<file path="src/rtl/ibex_pkg.sv">
// Shared types for the crypto writeback stage: instruction class and FSM states.
package ibex_pkg;

    typedef enum logic [1:0] {
        WB_INSTR_LOAD  = 2'd0,
        WB_INSTR_STORE = 2'd1,
        WB_INSTR_OTHER = 2'd2
    } wb_instr_type_e;

    typedef enum logic [1:0] {
        WB_IDLE     = 2'd0,
        WB_OTHER    = 2'd1,
        WB_LSU_WAIT = 2'd2
    } wb_state_e;

endpackage

</file>
<file path="src/rtl/ibex_crypto_wb_stage.sv">
// Writeback stage behind the crypto-enabled execute block. Holds one completing
// instruction, waits on the LSU for loads/stores, drives the register-file write
// port, forwarding data, retire pulse and a saturating LSU stall-cycle counter.
module ibex_crypto_wb_stage
    import ibex_pkg::*;
#(
    parameter int unsigned RegAddrW  = 5,
    parameter int unsigned StallCntW = 16
) (
    input  logic                 clk_i,
    input  logic                 rst_i,
    input  logic                 en_wb_i,
    input  logic [1:0]           instr_type_wb_i,
    input  logic                 rf_we_id_i,
    input  logic [RegAddrW-1:0]  rf_waddr_id_i,
    input  logic [31:0]          rf_wdata_ex_i,
    input  logic                 lsu_resp_valid_i,
    input  logic                 lsu_resp_err_i,
    input  logic [31:0]          lsu_rdata_i,
    output logic                 ready_wb_o,
    output logic                 rf_we_o,
    output logic [RegAddrW-1:0]  rf_waddr_o,
    output logic [31:0]          rf_wdata_o,
    output logic [31:0]          rf_wdata_fwd_o,
    output logic                 rf_write_wb_o,
    output logic                 outstanding_load_o,
    output logic                 instr_done_o,
    output logic                 instr_err_o,
    output logic                 lsu_resp_unexp_o,
    output logic [StallCntW-1:0] stall_cnt_o
);

    localparam logic [StallCntW-1:0] StallMax = {StallCntW{1'b1}};
    localparam logic [StallCntW-1:0] StallOne = {{(StallCntW-1){1'b0}}, 1'b1};

    wb_state_e            state_q, state_d;
    logic                 valid_q;
    wb_instr_type_e       type_q, type_d;
    logic                 we_q;
    logic [RegAddrW-1:0]  waddr_q;
    logic [31:0]          wdata_q;
    logic [StallCntW-1:0] stall_cnt_q;

    logic in_lsu_wait;
    logic accept;
    logic rd_nonzero;
    logic is_load_q;

    // Classify the incoming instruction; the unused encoding is treated as OTHER.
    always_comb begin
        type_d = WB_INSTR_OTHER;
        if (instr_type_wb_i == WB_INSTR_LOAD) begin
            type_d = WB_INSTR_LOAD;
        end else if (instr_type_wb_i == WB_INSTR_STORE) begin
            type_d = WB_INSTR_STORE;
        end
    end

    assign in_lsu_wait = (state_q == WB_LSU_WAIT);
    assign is_load_q   = (type_q == WB_INSTR_LOAD);
    assign rd_nonzero  = (waddr_q != '0);

    // OTHER retires in its only cycle; LSU ops retire when the response arrives.
    assign instr_done_o = (state_q == WB_OTHER) || (in_lsu_wait && lsu_resp_valid_i);
    assign ready_wb_o   = !valid_q || instr_done_o;
    assign accept       = en_wb_i && ready_wb_o;

    assign rf_write_wb_o      = valid_q && we_q && rd_nonzero;
    assign outstanding_load_o = in_lsu_wait && is_load_q && !lsu_resp_valid_i;
    assign instr_err_o        = in_lsu_wait && lsu_resp_valid_i && lsu_resp_err_i;
    // A response with nothing waiting on it is flagged and otherwise ignored.
    assign lsu_resp_unexp_o   = lsu_resp_valid_i && !in_lsu_wait;
    assign stall_cnt_o        = stall_cnt_q;
    assign rf_waddr_o         = waddr_q;
    assign rf_wdata_fwd_o     = rf_wdata_o;

    // Register-file write: x0 never written, stores never write, erroring loads dropped;
    // data is forced to zero when no write happens so nothing leaks onto the port.
    always_comb begin
        rf_we_o    = 1'b0;
        rf_wdata_o = 32'h0;
        if (state_q == WB_OTHER) begin
            rf_we_o = we_q && rd_nonzero;
        end else if (in_lsu_wait && is_load_q) begin
            rf_we_o = lsu_resp_valid_i && !lsu_resp_err_i && we_q && rd_nonzero;
        end
        if (rf_we_o) begin
            rf_wdata_o = is_load_q ? lsu_rdata_i : wdata_q;
        end
    end

    // Next state: once the entry frees up, go wherever the newly accepted op leads.
    always_comb begin
        state_d = state_q;
        if (!valid_q || instr_done_o) begin
            if (accept) begin
                state_d = (type_d == WB_INSTR_OTHER) ? WB_OTHER : WB_LSU_WAIT;
            end else begin
                state_d = WB_IDLE;
            end
        end
    end

    // State register and entry valid flag.
    always_ff @(posedge clk_i or posedge rst_i) begin
        if (rst_i) begin
            state_q <= WB_IDLE;
            valid_q <= 1'b0;
        end else begin
            state_q <= state_d;
            valid_q <= accept || (valid_q && !instr_done_o);
        end
    end

    // Entry payload captured on accept.
    always_ff @(posedge clk_i or posedge rst_i) begin
        if (rst_i) begin
            type_q  <= WB_INSTR_OTHER;
            we_q    <= 1'b0;
            waddr_q <= '0;
            wdata_q <= 32'h0;
        end else if (accept) begin
            type_q  <= type_d;
            we_q    <= rf_we_id_i;
            waddr_q <= rf_waddr_id_i;
            wdata_q <= rf_wdata_ex_i;
        end
    end

    // Stall counter: cleared on accept, counts response-less LSU wait cycles, saturates.
    always_ff @(posedge clk_i or posedge rst_i) begin
        if (rst_i) begin
            stall_cnt_q <= '0;
        end else if (accept) begin
            stall_cnt_q <= '0;
        end else if (in_lsu_wait && !lsu_resp_valid_i && (stall_cnt_q != StallMax)) begin
            stall_cnt_q <= stall_cnt_q + StallOne;
        end
    end

endmodule

</file>
<file path="config.mk">
export PLATFORM = sky130hd
export DESIGN_NAME = ibex_crypto_wb_stage
export DESIGN_NICKNAME = d
export VERILOG_FILES = /design/src/rtl/ibex_pkg.sv /design/src/rtl/ibex_crypto_wb_stage.sv
export SDC_FILE = /design/constraint.sdc
export NUM_CORES = 1
export LEC_CHECK = 0
export ABC_AREA = 1
export ABC_CLOCK_PERIOD_IN_PS = 5720
export CORE_AREA = 2 2 92 94
export DETAILED_ROUTE_END_ITERATION = 8
export DIE_AREA = 0 0 94 96
export PLACE_DENSITY = 0.86
export SETUP_SLACK_MARGIN = 0.1
export SYNTH_ARGS = -nofsm -noshare
export SYNTH_HDL_FRONTEND = slang
export SYNTH_SLANG_ARGS = --single-unit
</file>
<file path="constraint.sdc">
create_clock -name clk_i -period 5.72 [get_ports clk_i]
set_clock_uncertainty 0.2 [all_clocks]
set_input_delay 0.858 -clock clk_i [delete_from_list [all_inputs] [get_ports clk_i]]
set_output_delay 0.858 -clock clk_i [all_outputs]
set_load 0.02 [all_outputs]
</file>
==> results.sh <==
export IMPL_status="finished clean"
export IMPL_report_final_slew_viol_count=0
export IMPL_grt_max_degree=63
export IMPL_cts_setup_buffers=0
export IMPL_clk_pin_slew_worst_paths_ns=0.07
export IMPL_worst_path_max_fanout=33
export IMPL_initial_core_util_pct=43.8
export IMPL_synth_distinct_cells=27
export IMPL_grt_overflow=0
export IMPL_cp_end_kind="output pin"
export IMPL_globalRouteTotalUtil_pct=21.7
export IMPL_multiInputGateArea_um2=1540
export IMPL_postCtsHoldBufs=0
export IMPL_cts_root_buffer="clkbuf_8"
export IMPL_drive_gt1_share_pct=5.56
export IMPL_tightest_slew_ns=1.09
export IMPL_synth_seq_cells=59
export IMPL_timing_slew_headroom_pct=27.4
export IMPL_syn_inst=496
export IMPL_setup_ws_ns=1.10
export IMPL_placed_cells=719
export IMPL_use_met2_pct=37.7
export IMPL_nFillCells=691
export IMPL_syn_num_nets=574
export IMPL_core_um2=8050
export IMPL_diodes=0
export IMPL_top_usage_layer="met2"
export IMPL_post_dp_hpwl_mm=7.38
export IMPL_row_count=33
export IMPL_fmax_mhz=216
export IMPL_maxCapViolCount=0
export IMPL_grt_use_met3_pct=3.05
export IMPL_vias_per_cell=4.90
export IMPL_fin_crit_sh_pct=80.8
export IMPL_powerDensity_nw_per_um2=407
export IMPL_crit_required_ns=4.66
export IMPL_finalCriticalPeriod_ns=4.62
export IMPL_wl_mm=10.2
export IMPL_cts_tree="built"
export IMPL_vias=3603
export IMPL_ir_drop_uv=244
export IMPL_dp_slack_ns=1.14
export IMPL_ys_seq_area_share_pct=41.9
export IMPL_layout_common_cells="clkdlybuf4s50_1 (168), nand2_1 (157), nor2_1 (58), dfrtp_1 (58), inv_1 (46)"
export IMPL_grt_pass1_wl_mm=15.4
export IMPL_finalSetupViolCount=0
export IMPL_syn_avg_cell_area_um2=7.11
export IMPL_drt_pass1_iterations=4
export IMPL_port_buffer_count=168
export IMPL_finalHoldWorstSlack_ns=0.291
export IMPL_rsz0062_at_grt="false"
export IMPL_die_x_um=94
export IMPL_drt_iter0_markers=150
export IMPL_drt_antenna_violating_nets=0
export IMPL_worstSetupPathType="in2out"
export IMPL_tns_ns=0
export IMPL_cts_buffers=9
export IMPL_final_common_cell="clkdlybuf4s50_1"
export IMPL_drc_errors=0
export IMPL_gp_congestion=0.876
export IMPL_arrival_ns=3.56
export IMPL_critPathLaunchType="primary input"
export IMPL_hold_violations=0
export IMPL_antenna_found_initial=0
export IMPL_post_drt_wl_per_cell_um=13.8
export IMPL_ys_warn_count=0
export IMPL_area_growth_pct=48.8
export IMPL_clkLatencyLatePin_ns=0.33
export IMPL_hold_class="reg2reg"
export IMPL_fp_dieH_um=96
export IMPL_clockBufferDepth=2
export IMPL_regArea_um2=1480
export IMPL_fin_nets=703
export IMPL_final_cells=735
export IMPL_global_route_usage_met1_pct=27.5
export IMPL_netlist_area_um2=3530
export IMPL_htreeDepth=3
export IMPL_cellLeakagePower_nw=2.39
export IMPL_cts_resized=0
export IMPL_clock_sinks=59
export IMPL_die_area_um2=9020
export IMPL_ios=169
export IMPL_grt_pass1_vias=3353
-- through the flow --
| step | total power [mW] | cell area (um^2) | util, % |
|---|---|---|---|
| 6_report | 2.14 | 5250 | 65.2 |
| 5_1_grt | 2.31 | 5250 | 65.2 |
| 4_1_cts | 2.15 | 5250 | 65.2 |
| 3_5_place_dp | 1.72 | 5030 | 62.4 |
| 3_3_place_gp | 1.69 | 5030 | 62.4 |
| 2_1_floorplan | 1.36 | 3530 | - |
-- routing by layer --
layer | part of all wire, % | vias to the layer above
li1 | - | 1771
met1 | 42 | 1684
met2 | 52 | 130
met3 | 4.6 | 18
met4 | 1.9 | 0
met5 | 0 | -
-- final timing paths --
path	from	endpoint	slack, ns	cells past startpoint
min reg2reg	wdata_q[5]	wdata_q[5]	0.29	2
max	lsu_resp_valid_i	rf_wdata_fwd_o[10]	1.10	6
min in group asynchronous	rst_i	wdata_q[6]	0.86	3
min	wdata_q[5]	wdata_q[5]	0.29	2
max in group asynchronous	rst_i	stall_cnt_o[8]	3.99	3
max reg2reg	state_q[1]	stall_cnt_o[1]	3.14	8
-- state kept, by name (all words and copies together) (netlist names) --
name	cells
valid_q	1
rf_waddr_o	5
wdata_q	32
state_q	2
stall_cnt_o	16
type_q	2
we_q	1
-- area by class of cell --
type | count | area share (%)
multi-input combinational | 336 | 29.3
timing repair buffer | 170 | 32.3
clock inverter | 7 | 1.88
tap | 105 | 2.50
sequential | 59 | 28.2
clock buffer | 9 | 2.36
inverter | 49 | 3.50
-- synth_stat cells --
library cell	n	share of area, %
nand3_1	28	4.0
nand2_2	2	0.35
nor2_1	58	6.2
nand2_4	2	0.64
nand4_1	6	1.1
nor2_4	3	0.96
a21oi_1	32	4.5
dfrtp_1	58	41
nand3_2	2	0.57
clkbuf_1	10	1.1
nand3b_1	5	1.1
buf_6	1	0.32
inv_1	47	5.0
buf_4	32	6.8
o21ai_0	27	3.8
a21boi_0	1	0.21
ha_1	1	0.35
nor2_2	2	0.35
inv_2	2	0.21
xor2_1	5	1.2
nand2_1	157	17
o22ai_1	1	0.18
o21ai_1	2	0.28
buf_2	9	1.3
dfstp_2	1	0.75
nor3_4	1	0.46
o21ai_4	1	0.46
-- logic make-up after synthesis --
kind of cell	Yosys count	share of synthesized area (%)
compound gates	64	9.51
xor+xnor	5	1.24
fa+ha+maj	1	0.355
buf+inv	101	14.7
flops	59	41.9
simple gates	266	32.3
-- power breakdown --
part	total, mW	internal [mW]	switching [mW]
registers	0.657	0.574	0.0829
logic	1.06	0.406	0.649
clock network	0.425	0.248	0.177
-- worst max-delay path, cell delays in order --
cell and delay (ns):
clkdlybuf4s50_1 0.56, nand3_2 0.14, o21ai_1 0.17, nand2_1 0.62
a21oi_1 0.51, clkdlybuf4s50_1 0.69
Power figures use the tool's default switching activity.
